$ cat config.mk
export PLATFORM = sky130hd
export DESIGN_NAME = load_store_unit_flat
export DESIGN_NICKNAME = d
export VERILOG_FILES = /design/src/rtl/lsu_pkg.sv /design/src/rtl/lsu_if.sv /design/src/rtl/lsu_align.sv /design/src/rtl/load_store_unit.sv /design/src/flat_wrapper.sv
export SDC_FILE = /design/constraint.sdc
export NUM_CORES = 1
export LEC_CHECK = 0
export ABC_CLOCK_PERIOD_IN_PS = 1900
export CAP_MARGIN = 40
export CORE_ASPECT_RATIO = 0.9
export CORE_MARGIN = 2
export CORE_UTILIZATION = 45
export DETAILED_ROUTE_END_ITERATION = 8
export DONT_BUFFER_PORTS = 1
export PLACE_DENSITY_LB_ADDON = 0.05
export SETUP_SLACK_MARGIN = 0.4
export SYNTH_ARGS = -nofsm -noshare
export SYNTH_HDL_FRONTEND = slang
export SYNTH_SLANG_ARGS = --single-unit
$ cat constraint.sdc
create_clock -name clk -period 1.9 [get_ports clk]
set_clock_uncertainty 0.05 [all_clocks]
set_input_delay 0.19 -clock clk [delete_from_list [all_inputs] [get_ports clk]]
set_output_delay 0.19 -clock clk [all_outputs]
set_load 0.02 [all_outputs]
$ cat src/rtl/lsu_pkg.sv
// Shared types and funct3 encodings for the load/store unit and its decoder.
package lsu_pkg;

  typedef enum logic [1:0] {
    ST_IDLE = 2'b00,
    ST_REQ  = 2'b01,
    ST_DONE = 2'b10
  } lsu_state_e;

  localparam logic [2:0] F3_LB  = 3'b000;
  localparam logic [2:0] F3_LH  = 3'b001;
  localparam logic [2:0] F3_LW  = 3'b010;
  localparam logic [2:0] F3_LBU = 3'b100;
  localparam logic [2:0] F3_LHU = 3'b101;

  localparam logic [2:0] F3_SB  = 3'b000;
  localparam logic [2:0] F3_SH  = 3'b001;
  localparam logic [2:0] F3_SW  = 3'b010;

  localparam int unsigned CNT_W = 8;

endpackage

$ cat src/rtl/lsu_if.sv
// Word-addressed memory port between the load/store unit (master) and memory (slave).
interface lsu_if;

  logic        mem_req;
  logic        mem_we;
  logic [31:0] mem_addr;
  logic [31:0] mem_wdata;
  logic [3:0]  mem_wmask;
  logic [31:0] mem_rdata;
  logic        mem_ack;

  modport master (
    output mem_req, mem_we, mem_addr, mem_wdata, mem_wmask,
    input  mem_rdata, mem_ack
  );

  modport slave (
    input  mem_req, mem_we, mem_addr, mem_wdata, mem_wmask,
    output mem_rdata, mem_ack
  );

endinterface

$ cat src/rtl/lsu_align.sv
// Combinational byte-lane insert for stores, legality check, and load extraction.
module lsu_align
  import lsu_pkg::*;
(
  input  logic        st_is_store,
  input  logic [2:0]  st_funct3,
  input  logic [1:0]  st_addr_lo,
  input  logic [31:0] store_data,
  output logic [31:0] wdata,
  output logic [3:0]  wmask,
  output logic        illegal,
  input  logic [2:0]  ld_funct3,
  input  logic [1:0]  ld_addr_lo,
  input  logic [31:0] rdata,
  output logic [31:0] load_data
);

  logic [3:0]  mask_s;
  logic [31:0] shifted_s;

  // Store lane replication, lane mask and access legality for the request being launched.
  always_comb begin
    wdata   = 32'h0000_0000;
    mask_s  = 4'b0000;
    illegal = 1'b0;
    case (st_funct3)
      F3_LB: begin
        wdata  = {4{store_data[7:0]}};
        mask_s = 4'b0001 << st_addr_lo;
      end
      F3_LH: begin
        wdata   = {2{store_data[15:0]}};
        mask_s  = 4'b0011 << st_addr_lo;
        illegal = st_addr_lo[0];
      end
      F3_LW: begin
        wdata   = store_data;
        mask_s  = 4'b1111;
        illegal = (st_addr_lo != 2'b00);
      end
      F3_LBU: illegal = st_is_store;
      F3_LHU: illegal = st_is_store | st_addr_lo[0];
      default: illegal = 1'b1;
    endcase
    if (st_is_store) begin
      wmask = mask_s;
    end else begin
      wmask = 4'b0000;
    end
  end

  // Legal words are always aligned, so the shifted value doubles as the word pass-through.
  assign shifted_s = rdata >> {ld_addr_lo, 3'b000};

  // Sign or zero extension of the selected byte/half of the returned word.
  always_comb begin
    load_data = shifted_s;
    case (ld_funct3)
      F3_LB:   load_data = {{24{shifted_s[7]}}, shifted_s[7:0]};
      F3_LH:   load_data = {{16{shifted_s[15]}}, shifted_s[15:0]};
      F3_LW:   load_data = shifted_s;
      F3_LBU:  load_data = {24'h00_0000, shifted_s[7:0]};
      F3_LHU:  load_data = {16'h0000, shifted_s[15:0]};
      default: load_data = shifted_s;
    endcase
  end

endmodule

$ cat src/rtl/load_store_unit.sv
// Single-outstanding load/store unit: IDLE/REQ/DONE sequencer with ack timeout.
module load_store_unit
  import lsu_pkg::*;
#(
  parameter int unsigned ACK_TIMEOUT = 255
) (
  input  logic        clk,
  input  logic        reset,
  input  logic        start,
  input  logic        is_store,
  input  logic [2:0]  funct3,
  input  logic [31:0] addr,
  input  logic [31:0] store_data,
  lsu_if.master       mem,
  output logic        busy,
  output logic        done,
  output logic        err,
  output logic [31:0] load_data
);

  localparam logic [CNT_W-1:0] CNT_LAST = CNT_W'(ACK_TIMEOUT - 32'd1);

  lsu_state_e       state_r, state_nx_s;
  logic [CNT_W-1:0] cnt_r;
  logic             is_store_r;
  logic [2:0]       funct3_r;
  logic [1:0]       addr_lo_r;
  logic [31:0]      mem_addr_r, mem_wdata_r, load_data_r;
  logic [3:0]       mem_wmask_r;
  logic             mem_we_r, err_r;

  logic [31:0] wdata_s, ld_s;
  logic [3:0]  wmask_s;
  logic        illegal_s, timeout_s, launch_s, finish_s;

  lsu_align u_align (
    .st_is_store (is_store),
    .st_funct3   (funct3),
    .st_addr_lo  (addr[1:0]),
    .store_data  (store_data),
    .wdata       (wdata_s),
    .wmask       (wmask_s),
    .illegal     (illegal_s),
    .ld_funct3   (funct3_r),
    .ld_addr_lo  (addr_lo_r),
    .rdata       (mem.mem_rdata),
    .load_data   (ld_s)
  );

  assign timeout_s = (cnt_r == CNT_LAST);
  assign launch_s  = (state_r == ST_IDLE) && start;
  assign finish_s  = (state_r == ST_REQ) && (mem.mem_ack || timeout_s);

  // State register.
  always_ff @(posedge clk) begin
    if (reset) begin
      state_r <= ST_IDLE;
    end else begin
      state_r <= state_nx_s;
    end
  end

  // Next-state logic; ack is tested before the timeout so it wins a tie.
  always_comb begin
    state_nx_s = state_r;
    case (state_r)
      ST_IDLE: begin
        if (start) begin
          state_nx_s = illegal_s ? ST_DONE : ST_REQ;
        end else begin
          state_nx_s = ST_IDLE;
        end
      end
      ST_REQ: begin
        if (mem.mem_ack) begin
          state_nx_s = ST_DONE;
        end else if (timeout_s) begin
          state_nx_s = ST_DONE;
        end else begin
          state_nx_s = ST_REQ;
        end
      end
      ST_DONE: state_nx_s = ST_IDLE;
      default: state_nx_s = ST_IDLE;
    endcase
  end

  // Moore output decode.
  always_comb begin
    busy        = 1'b0;
    done        = 1'b0;
    mem.mem_req = 1'b0;
    case (state_r)
      ST_IDLE: busy = 1'b0;
      ST_REQ: begin
        busy        = 1'b1;
        mem.mem_req = 1'b1;
      end
      ST_DONE: begin
        busy = 1'b1;
        done = 1'b1;
      end
      default: busy = 1'b0;
    endcase
  end

  // REQ cycle counter, held at zero outside REQ so it is clear on every entry.
  always_ff @(posedge clk) begin
    if (reset) begin
      cnt_r <= '0;
    end else if (state_r != ST_REQ) begin
      cnt_r <= '0;
    end else begin
      cnt_r <= cnt_r + CNT_W'(1);
    end
  end

  // Request latch at launch, completion status and load capture at exit from REQ.
  always_ff @(posedge clk) begin
    if (reset) begin
      is_store_r  <= 1'b0;
      funct3_r    <= 3'b000;
      addr_lo_r   <= 2'b00;
      mem_addr_r  <= 32'h0000_0000;
      mem_wdata_r <= 32'h0000_0000;
      mem_wmask_r <= 4'b0000;
      mem_we_r    <= 1'b0;
      err_r       <= 1'b0;
      load_data_r <= 32'h0000_0000;
    end else if (launch_s) begin
      is_store_r  <= is_store;
      funct3_r    <= funct3;
      addr_lo_r   <= addr[1:0];
      mem_addr_r  <= {addr[31:2], 2'b00};
      mem_wdata_r <= wdata_s;
      mem_wmask_r <= wmask_s;
      mem_we_r    <= is_store & ~illegal_s;
      err_r       <= illegal_s;
    end else if (finish_s) begin
      mem_we_r <= 1'b0;
      err_r    <= ~mem.mem_ack;
      if (mem.mem_ack && !is_store_r) begin
        load_data_r <= ld_s;
      end
    end else if (state_r == ST_DONE) begin
      err_r <= 1'b0;
    end
  end

  assign mem.mem_we    = mem_we_r;
  assign mem.mem_addr  = mem_addr_r;
  assign mem.mem_wdata = mem_wdata_r;
  assign mem.mem_wmask = mem_wmask_r;
  assign err           = err_r;
  assign load_data     = load_data_r;

endmodule
$ cat src/flat_wrapper.sv
// flat-port wrapper written by rule: the top's interface ports become plain ports
module load_store_unit_flat import lsu_pkg::*;
#(
  parameter int unsigned ACK_TIMEOUT = 255
)
  (clk, reset, start, is_store, funct3, addr, store_data, busy, done, err, load_data, mem_mem_req, mem_mem_we, mem_mem_addr, mem_mem_wdata, mem_mem_wmask, mem_mem_rdata, mem_mem_ack);
  lsu_if mem_i ();
  input  logic clk;
  input  logic reset;
  input  logic start;
  input  logic is_store;
  input  logic [2:0] funct3;
  input  logic [31:0] addr;
  input  logic [31:0] store_data;
  output logic busy;
  output logic done;
  output logic err;
  output logic [31:0] load_data;
  output wire logic [$bits(mem_i.mem_req)-1:0] mem_mem_req;
  output wire logic [$bits(mem_i.mem_we)-1:0] mem_mem_we;
  output wire logic [$bits(mem_i.mem_addr)-1:0] mem_mem_addr;
  output wire logic [$bits(mem_i.mem_wdata)-1:0] mem_mem_wdata;
  output wire logic [$bits(mem_i.mem_wmask)-1:0] mem_mem_wmask;
  input wire logic [$bits(mem_i.mem_rdata)-1:0] mem_mem_rdata;
  input wire logic [$bits(mem_i.mem_ack)-1:0] mem_mem_ack;
  assign mem_mem_req = mem_i.mem_req;
  assign mem_mem_we = mem_i.mem_we;
  assign mem_mem_addr = mem_i.mem_addr;
  assign mem_mem_wdata = mem_i.mem_wdata;
  assign mem_mem_wmask = mem_i.mem_wmask;
  assign mem_i.mem_rdata = mem_mem_rdata;
  assign mem_i.mem_ack = mem_mem_ack;
  load_store_unit #(.ACK_TIMEOUT(ACK_TIMEOUT)) u_core (.clk(clk), .reset(reset), .start(start), .is_store(is_store), .funct3(funct3), .addr(addr), .store_data(store_data), .mem(mem_i), .busy(busy), .done(done), .err(err), .load_data(load_data));
endmodule
* After elaboration in Yosys (flattened, before gate mapping) *
Cells that the tools add are included.

storage, ports and cells
  register bits = 116
  bits of input ports = 104

operators by class
  add/subtract/negate cells = 1
  eq/ne operators = 11
  shift-type cells = 3
  multiplexer cells = 18
  bitwise gates (word level) = 5
  reductions and logical operators = 14

operator list
  operator               count
  $pmux W32 S4           1
  $pmux W32 S3           1
  $shr A32 B5 Y32        1
  $eq A3 B3 Y1 const B   4
  $pmux W4 S3            1
  $add A8 B1 Y8 const B  1
  $eq A8 B8 Y1 const B   1
  $mux W1                8
  $mux W2                4
  $eq A3 B1 Y1 const B   2
  $logic_not A3 Y1       2
  $pmux W1 S5            1
  $mux W4                1
  $pmux W2 S2            1
  $reduce_bool A2 Y1     2
  $reduce_or A2 Y1       2
  $shl A1 B2 Y4 const A  1
  $shl A2 B2 Y4 const A  1
  $eq A3 B2 Y1 const B   1
  $logic_and A1 B1 Y1    3
  $not A1 Y1             3
  $reduce_and A3 Y1      1
  $reduce_bool A3 Y1     1
  $eq A2 B1 Y1 const B   1
  7 further kinds        7

* Depth between registers and ports, before layout *
Gate-level depths: netlist of run 1.

  depth after elaboration = 5
  mapped depth = 8
  mapped depth without buffers = 6

* Modules after synthesis *
From an unflattened synthesis of run 1, not the netlist that was laid out.

second synthesis, totals
  cell total of the unflattened synthesis = 763
  area total of the unflattened synthesis = 5808.1 µm²

modules (own cells, without submodules)
  module           instances  cells each  area an instance (µm²)
  load_store_unit  1          529         4315.4
  lsu_align        1          234         1492.7

* Worst setup path before layout of run 1 *
No wires, ideal clock.

  kind = flip-flop to flip-flop
  start point = reg u_core.state_r[1]
  end point = reg u_core.load_data_r[29], in the netlist u_core.load_data[29]
  library setup time = 134 ps
  data arrival time = 1639 ps
  data required time = 1716 ps
  slack = 77 ps
  cell stages (with the launch flop) = 9
  path buffers = 2
  period minus slack after synthesis = 1823 ps
  cell sequence = dfxtp_1 inv_1 ha_1 nand2_1 or3_1 buf_2 clkbuf_1 a21oi_1 a211oi_1

between the ends
  word-level cells in the longest chain between the ends = 4

RTL lines
  what                                    line                    source
  start, declared                         load_store_unit.sv:23   lsu_state_e state_r, state_nx_s;
  start signal, assigned                  load_store_unit.sv:59   state_r <= state_nx_s;
  $logic_not A2 Y1                        load_store_unit.sv:51   assign launch_s = (state_r == ST_IDLE) && start;
  $logic_and A1 B1 Y1                     load_store_unit.sv:51
  $not A1 Y1 (no source line)             --
  $reduce_and A3 Y1 (no source line) (*)  --
  end signal, assigned                    load_store_unit.sv:143  load_data_r <= ld_s;
  end, declared                           load_store_unit.sv:28   logic [31:0] mem_addr_r, mem_wdata_r, load_data_r;

Mark *: on every way between the ends. The rest lies on a longest branch, timed or not.
A chain may end at the register's enable or synchronous reset.

* Worst setup path after layout of run 1 *
  start point = reg u_core.state_r[1]
  end point = reg u_core.load_data_r[13], in the netlist u_core.load_data[13]

The elaborated chain is that of the path after synthesis.

==> flow_summary.ini, run 1 <==
[power_and_ir_drop]
p_leak_nw = 2.18
cellPowerDensity_mw_per_mm2 = 1020
total_power_mw = 6.28
ir_drop_uv = 640

[layout]
design_area_mm2 = 0.00616
layout-drive-gt1-share = 0.178
diodes = 0
final_nets = 714
area_growth_pct = 19.7
fin_util = 0.545

[clocking]
cts_sinks = 116
cts_tree = built
numCtsBuffers = 17
htree_levels = 4
clkTransAtPathRegs_ns = 0.05
worstSkewPairLatency_ns = 0.41
ctsRootBufferMaster = clkbuf_16
clockBufferDepth = 2

[drt]
firstDrtPassIters = 7
routed_wl_um = 14300
wl_per_cell_um = 18.4
first_iter_violations = 296
ant_nets = 0
drc = 0
vias = 4361
viasPerCell = 5.64

[floorplanning]
dieHeight_um = 105
start_util = 0.455
die_w_um = 117
die_area_mm2 = 0.0123
ios = 209
rows = 37
coreArea_mm2 = 0.0113

[synthesis]
yosys.area_share.simple = 0.171
yosys.area.top_type = dfxtp_1
avgSynthCellArea_um2 = 8.38
ys.flop_type = dfxtp_1
yosysWarningCount = 0
netlist_top_cells_area = dfxtp_1, nand2_1, a21oi_1
synth_edf_count = 0
yosysMostFrequentCell = dfxtp_1
ys_async_sr_fraction = 0
synth_top_area_frac = 0.451
synth_fa_ha_area_frac = 0.0122
synth_compound_area_frac = 0.225
synth_cell_type_count = 47
synth_area_mm2 = 0.00514
synth_xor_area_frac = 0.00681
synth_mux_area_frac = 0.0822
synth_top_family_by_area = compound AO/OA/AOI/OAI gates
synth_common_cells = dfxtp_1, nand2_1, nor2_1
synth_cells = 614
ys_seq_area_frac = 0.451
ys_seq_elements = 116

[sta]
hold_ws_ns = -0.203
clock.fmax_mhz = 603
slew_viol_final = 0
finalCritPeriodShare = 0.872
fin_crit_ns = 1.66
hold_viol_final = 107
setup_viol = 0
tns_ns = 0
rsz0062_at_grt = yes

[worst_setup_path]
worst_setup_path_start_kind = register
worstPathMaxFanout = 7
crit_required_ns = 2.13
critPathCaptureType = register
reg2reg_slack_ns = 0.24
arrival_ns = 1.89
path_class = reg2reg

[placement]
io_buffers = 0
globalplace.congestion = 0.842
placed_area_mm2 = 0.00533
dp_hpwl_um = 9700

[run_status]
outcome = finished, violations left
violations = hold timing

[run]
max-cap-violations = 0

[grt]
antenna_found_initial = 0
first_global_vias = 4076
grt_usage = 0.226
grt_max_degree = 110
grt_pass1_wl_um = 21600
grt-ovfl-total = 0

[worst_hold_path]
worst_hold_path_type = in2reg
## where the power goes
group / internal, mW / switching [mW]
Combinational: 0.265 / 0.352
Clock: 1.88 / 1.07
Sequential: 2.54 / 0.182
## state kept, by name, summed over array words and instances (netlist names)
name / cells
u_core.load_data: 32
u_core.mem.mem_wdata: 32
u_core.mem.mem_addr: 30
u_core.cnt_r: 8
u_core.mem.mem_wmask: 4
u_core.funct3_r: 3
u_core.addr_lo_r: 2
u_core.state_r: 2
u_core.err: 1
u_core.is_store_r: 1
u_core.mem.mem_we: 1
## worst max-delay path, cell delays in order (launching register included)
cell	delay [ns]
dfxtp_2	0.33
inv_2	0.06
ha_4	0.16
and2_4	0.16
or3_4	0.38
a21oi_4	0.28
a211oi_2	0.12
## through the flow
stage,std cells,setup WS (ns)
after global placement,733,0.193
after detailed placement,733,0.135
after CTS,767,0.271
after floorplan,615,0.265
final,773,0.242
after global routing,773,0.163
## metal layers
layer	share of wire	vias up	track usage
met1	0.44	2061	0.298
met2	0.45	149	0.325
li1	-	2133	-
met3	0.097	18	0.102
met4	0.013	0	0.0832
met5	0	-	0
## final timing paths
path,start,endpoint,cells past startpoint
setup / recovery,u_core.state_r[1]$_SDFF_PP0_,u_core.load_data[13]$_SDFFE_PP0P_,6
hold / removal,reset,u_core.mem.mem_addr[5]$_SDFFE_PP0P_,1
setup reg to reg,u_core.state_r[1]$_SDFF_PP0_,u_core.load_data[13]$_SDFFE_PP0P_,6
hold reg to reg,u_core.cnt_r[0]$_SDFF_PP0_,u_core.cnt_r[0]$_SDFF_PP0_,1
## cell families (layout without fill, tap and decap cells)
| logic type | after synthesis | after routing |
|---|---|---|
| flops | 116 | 116 |
| simple gates | 210 | 210 |
| other cells | 1 | 2 |
| mux | 40 | 40 |
| fa+ha+maj | 5 | 5 |
| xor+xnor | 4 | 4 |
| compound gates | 179 | 179 |
| buf+inv | 59 | 61 |
## layout make-up
class	count	area (um2)
Timing Repair Buffer	25	309
Multi-Input combinational cell	440	2750
Inverter	5	18.8
Clock inverter	9	80.1
Sequential cell	116	2330
Fill cell	1094	5130
Clock buffer	22	474
Tap cell	156	195
## cells in the final DEF (no fill, tap or decap), types with 2 or more instances in the layout
master / count
dfxtp_1: 112
nand2_1: 99
nor2_1: 71
a21oi_1: 53
mux2i_1: 30
a22oi_1: 28
o21ai_0: 24
a211oi_1: 20
clkbuf_16: 20
a21oi_2: 16
buf_4: 14
nand3b_1: 10
o211ai_1: 8
mux2_2: 8
o2bb2ai_1: 7
nand2_2: 5
a222oi_1: 5
a211oi_2: 5
nand3_1: 4
nand2b_1: 4
clkinv_2: 4
clkinvlp_4: 4
buf_12: 4
inv_1: 3
xor2_1: 3
nor2b_1: 3
a22o_1: 3
ha_1: 3
clkbuf_8: 3
buf_6: 3
dfxtp_2: 3
inv_2: 2
nor3_4: 2
or3_1: 2
a31oi_1: 2
nand2_4: 2
ha_4: 2
conb_1: 2
clkbuf_1: 2
## timing repair
item,CTS,global route
buffers inserted,3,3
pin swaps,3,6
gates resized for setup,24,11
setup endpoints to repair,62,106
cloned,0,3
endpoints found under the hold margin,108,108
No activity file was read; power rests on OpenSTA's default activity.
==> run 2, diff against run 1 <==
--- a/config.mk
+++ b/config.mk
@@ -5,15 +5,17 @@
 export SDC_FILE = /design/constraint.sdc
 export NUM_CORES = 1
 export LEC_CHECK = 0
-export ABC_CLOCK_PERIOD_IN_PS = 1900
+export ABC_CLOCK_PERIOD_IN_PS = 1510
 export CAP_MARGIN = 40
 export CORE_ASPECT_RATIO = 0.9
 export CORE_MARGIN = 2
 export CORE_UTILIZATION = 45
+export CTS_CLUSTER_DIAMETER = 40
 export DETAILED_ROUTE_END_ITERATION = 8
 export DONT_BUFFER_PORTS = 1
 export PLACE_DENSITY_LB_ADDON = 0.05
 export SETUP_SLACK_MARGIN = 0.4
+export SKIP_LAST_GASP = 1
 export SYNTH_ARGS = -nofsm -noshare
 export SYNTH_HDL_FRONTEND = slang
 export SYNTH_SLANG_ARGS = --single-unit
==> constraint.sdc (replaced) <==
create_clock -name clk -period 1.51 [get_ports clk]
set_clock_uncertainty 0.05 [all_clocks]
set_input_delay 0.151 -clock clk [delete_from_list [all_inputs] [get_ports clk]]
set_output_delay 0.151 -clock clk [all_outputs]
set_load 0.02 [all_outputs]
==> run 2 against run 1 <==
Effect of this change: the flow finishes with violations (hold timing, setup timing); flip-flop and latch count did not move; setup slack got worse by 0.44 ns; sequential share of layout area fell by 5.0 points; wire length rose by 13%; critical path depth increased by 4; cell count is 5.2% higher; hold slack got worse by 0.045 ns; die area unchanged; non-clock buffer count grew 39; fmax is 2.9% lower; register-to-register slack lost 0.44 ns; clock power grew 31%.
==> flow_summary.ini, run 2 (synthesized netlist as in run 1, its figures left out) <==
[floorplanning]
die_w_um = 117
start_util = 0.455
die_area_mm2 = 0.0123
coreArea_mm2 = 0.0113
rows = 37
ios = 209
dieHeight_um = 105

[clocking]
worstSkewPairLatency_ns = 0.41
clockBufferDepth = 2
htree_levels = 4
clkTransAtPathRegs_ns = 0.05
cts_sinks = 116
numCtsBuffers = 17
cts_tree = built
ctsRootBufferMaster = clkbuf_16

[placement]
dp_hpwl_um = 10000
dpl_worst_slack_ns = -0.276
placed_cells = 747
globalplace.congestion = 0.834
io_buffers = 0

[drt]
wl_per_cell_um = 19.8
routed_wl_um = 16100
drc = 0
ant_nets = 0
first_iter_violations = 321
vias = 4704
firstDrtPassIters = 6
viasPerCell = 5.79

[grt]
grt_pass1_wl_um = 23900
grt_util_met2 = 0.406
grt_util_met1 = 0.291
antenna_found_initial = 0
grt-ovfl-total = 0
grt_usage = 0.251
busiest_layer = met2
first_global_vias = 4620
grt_max_degree = 110
met3_usage = 0.110

[layout]
area_growth_pct = 39.9
final_nets = 753
fillCellCount = 965
final_common_cell = nand2_1
diodes = 0
layout-drive-gt1-share = 0.353
finalNonFillerCells = 813
final_cell_mix = nand2_1, dfxtp_1, nor2_1

[run_status]
outcome = finished, violations left
violations = hold timing, setup timing

[power_and_ir_drop]
p_leak_nw = 2.59
ir_drop_uv = 765
cellPowerDensity_mw_per_mm2 = 1170

[sta]
worst_slack_ns = -0.197
worst_pin_slew_ns = 0.518
slew_viol_final = 0
clock.fmax_mhz = 586
rsz0062_at_grt = yes
setup_viol = 61
fin_crit_ns = 1.71
max_slew_margin = 0.654
finalCritPeriodShare = 1.13
hold_ws_ns = -0.248
hold_viol_final = 108

[worst_setup_path]
worstPathMaxFanout = 8
path_class = reg2reg
crit_required_ns = 1.79
critPathCaptureType = register
arrival_ns = 1.99
worst_setup_path_start_kind = register

[run]
max-cap-violations = 0

[worst_hold_path]
worst_hold_path_type = in2reg
-- run 2: changes by cell type in the layout (fill, tap and decap cells not counted), sizes merged --
cell	change
buf	+38
bufinv	+1
clkinvlp	-3
clkinv	+2
bufbuf	+2
-- run 2: power breakdown --
group,internal (mW),total (mW),leakage (nW),switching (mW)
sequential,3.20,3.43,0.957,0.236
combinational,0.602,1.17,1.36,0.568
clock,2.46,3.85,0.275,1.39
-- run 2: repair_timing --
action                                  4_1_cts  5_1_grt
pin swaps                                    52       31
gates cloned                                  9        2
setup buffers                                17        6
endpoints found under the setup margin      128      136
gates resized for setup                      61       82
hold endpoints to repair                    108      108
-- run 2: routing by layer --
layer  wire (um)  part of all wire
met5           0                 0
met4         390             0.024
met3        1690              0.10
met2        7760              0.48
met1        6240              0.39
-- run 2: final cells by class --
cell class / instances / area (um2) / area share
tap: 156 / 195 / 0.0271
clock inverter: 9 / 105 / 0.0146
sequential: 116 / 2360 / 0.328
multi-input combinational: 440 / 3090 / 0.430
inverter: 5 / 21.3 / 0.00296
timing repair buffer: 64 / 965 / 0.134
clock buffer: 23 / 458 / 0.0636
-- run 2: metrics by stage --
stage	utilization	cell area [um2]	setup TNS (ns)	power (mW)
2_1_floorplan	-	5530	-2.82	4.21
3_3_place_gp	0.495	5600	-4.50	4.28
3_5_place_dp	0.495	5600	-6.25	4.30
4_1_cts	0.602	6800	-4.32	8.42
5_1_grt	0.637	7200	-10.70	8.80
6_report	0.637	7200	-6.14	8.45
-- run 2: worst paths after layout --
check	from	end	slack, ns	cells after the start
setup / recovery	u_core.state_r[1]$_SDFF_PP0_	u_core.load_data[2]$_SDFFE_PP0P_	-0.20	10
hold / removal	reset	u_core.mem.mem_addr[16]$_SDFFE_PP0P_	-0.25	1
setup reg to reg	u_core.state_r[1]$_SDFF_PP0_	u_core.load_data[2]$_SDFFE_PP0P_	-0.20	10
hold reg to reg	u_core.cnt_r[0]$_SDFF_PP0_	u_core.cnt_r[0]$_SDFF_PP0_	0.42	1
-- run 2: critical path: stages (launching register included) --
cell and delay [ns]:
dfxtp_2 0.35, inv_4 0.05, ha_4 0.15, and2_4 0.14, buf_6 0.11, nor3_4 0.15, buf_6 0.15, buf_12 0.10
buf_16 0.12, o211ai_1 0.09, a21oi_1 0.16
==> run 3, diff against run 2 <==
--- a/config.mk
+++ b/config.mk
@@ -7,10 +7,13 @@
 export LEC_CHECK = 0
 export ABC_CLOCK_PERIOD_IN_PS = 1510
 export CAP_MARGIN = 40
+export CELL_PAD_IN_SITES_DETAIL_PLACEMENT = 0
+export CELL_PAD_IN_SITES_GLOBAL_PLACEMENT = 2
 export CORE_ASPECT_RATIO = 0.9
 export CORE_MARGIN = 2
-export CORE_UTILIZATION = 45
+export CORE_UTILIZATION = 31
 export CTS_CLUSTER_DIAMETER = 40
+export CTS_CLUSTER_SIZE = 24
 export DETAILED_ROUTE_END_ITERATION = 8
 export DONT_BUFFER_PORTS = 1
 export PLACE_DENSITY_LB_ADDON = 0.05
==> run 3 against run 2 <==
Effect of this change: global-route usage decreased by 5.7 points; die area rose by 43%; clock-buffer cell count shrank 3; setup slack lost 0.020 ns; critical path type unchanged; the run still ends with hold timing, setup timing left; cell count grew 10%; non-clock buffer count increased by 32; critical path depth fell by 2; design area grew 14%; fmax down 1.2%.
==> flow_summary.ini, run 3 (synthesized netlist as in run 1, its figures left out) <==
[grt]
grt-ovfl-total = 0
first_global_vias = 4648
grt_pass1_wl_um = 26700
grt_usage = 0.194
grt_max_degree = 110
antenna_found_initial = 0

[clocking]
cts_sinks = 116
worstSkewPairLatency_ns = 0.41
cts_tree = built
htree_levels = 4
ctsRootBufferMaster = clkbuf_16
numCtsBuffers = 17
clockBufferDepth = 2
clkTransAtPathRegs_ns = 0.05

[floorplanning]
ios = 209
start_util = 0.318
coreArea_mm2 = 0.0162
die_area_mm2 = 0.0176
rows = 44
die_w_um = 140
dieHeight_um = 126

[worst_hold_path]
hold_path_startpoint = reset
worst_hold_path_type = in2reg

[sta]
hold_viol_final = 108
slew_viol_final = 0
clock.fmax_mhz = 579
finalCritPeriodShare = 1.14
fin_crit_ns = 1.73
hold_ws_ns = -0.241
rsz0062_at_grt = yes
worst_slack_ns = -0.217
setup_viol = 103

[worst_setup_path]
path_delay_family = simple AND/OR/NAND/NOR gates
arrival_ns = 1.97
worst_setup_path_start_kind = register
reg2reg_from = u_core.state_r[0]$_SDFF_PP0_
path_class = reg2reg
cp-startpoint = u_core.state_r[0]$_SDFF_PP0_
worstPathMaxFanout = 4
worst_path_largest_cell_delay_ns = 0.35
crit_required_ns = 1.75
cp_cell_sequence = inv_2, ha_4, and2_4, or3_4, buf_4, buf_6, a21oi_2, a211oi_1
cp_slowest_cell = dfxtp_2
critPathBufInv = 3
critPathCaptureType = register

[power_and_ir_drop]
cellPowerDensity_mw_per_mm2 = 1110
p_leak_nw = 3.01
ir_drop_uv = 780
total_power_mw = 9.03

[placement]
placed_area_mm2 = 0.00577
dp_hpwl_um = 11300
dpl_worst_slack_ns = -0.230
globalplace.congestion = 0.836
io_buffers = 0

[drt]
firstDrtPassIters = 5
ant_nets = 0
drc = 0
vias = 4783
first_iter_violations = 252
routed_wl_um = 18300
viasPerCell = 5.35
wl_per_cell_um = 20.4

[layout]
diodes = 0
fillCellCount = 1481
final_nets = 785
final_common_cell = dfxtp_1
area_growth_pct = 58.8
layout-drive-gt1-share = 0.511
design_area_mm2 = 0.00817
final_cell_mix = dfxtp_1, nor2_1, nand2_1

[run_status]
outcome = finished, violations left
violations = hold timing, setup timing

[run]
max-cap-violations = 0
## run 3: cell types whose count changed in the layout (fill, tap and decap cells not counted), sizes merged
cell	previous run	this run
clkbuf	25	24
bufbuf	2	0
clkinv	6	7
buf	60	92
clkinvlp	1	0
bufinv	2	3
## run 3: power breakdown
group          switching (mW)  internal (mW)
combinational           0.709          0.794
sequential              0.259           3.20
clock                    1.42           2.65
total                    2.39           6.64
## run 3: per-stage QoR
stage | std cells | hold WS [ns] | setup TNS [ns] | utilization
floorplan | 615 | 0.234 | -2.82 | -
global placement | 813 | 0.180 | -4.68 | 0.357
detailed placement | 813 | 0.181 | -6.00 | 0.357
CTS | 876 | -0.265 | -7.54 | 0.451
finish | 894 | -0.241 | -12.63 | 0.505
global route | 894 | -0.268 | -19.89 | 0.505
## run 3: worst register-to-register path, cell delays in order (launching register included)
cell      delay (ns)
dfxtp_2         0.35
inv_2           0.05
ha_4            0.15
and2_4          0.14
or3_4           0.35
buf_4           0.15
buf_6           0.13
a21oi_2         0.16
a211oi_1        0.09
## run 3: layout make-up
cell class                      count  area, um2  share of cell area
Timing Repair Buffer               96       1390               0.171
Sequential cell                   116       2380               0.291
Clock inverter                     10        133              0.0162
Tap cell                          207        259              0.0317
Multi-Input combinational cell    440       3530               0.432
Inverter                            5       21.3             0.00260
Clock buffer                       20        457              0.0559
## run 3: repair_timing
item	4_1_cts	5_1_grt
gates cloned	12	4
buffers inserted	21	14
pin swaps	40	70
setup endpoints to repair	128	150
resized for setup	118	175
hold endpoints to repair	108	108
## run 3: final timing paths
check | endpoint | slack, ns | depth (start not counted)
setup / recovery | u_core.load_data[16]$_SDFFE_PP0P_ | -0.22 | 8
setup reg to reg | u_core.load_data[16]$_SDFFE_PP0P_ | -0.22 | 8
hold / removal | u_core.mem.mem_addr[22]$_SDFFE_PP0P_ | -0.24 | 1
hold reg to reg | u_core.cnt_r[0]$_SDFF_PP0_ | 0.41 | 1
## run 3: metal layers
metal,wire (um),vias to the layer above,GRT usage
li1,-,2294,-
met1,8010,2333,0.245
met2,8690,138,0.311
met3,1330,18,0.0749
met4,239,0,0.0559
met5,0,-,0
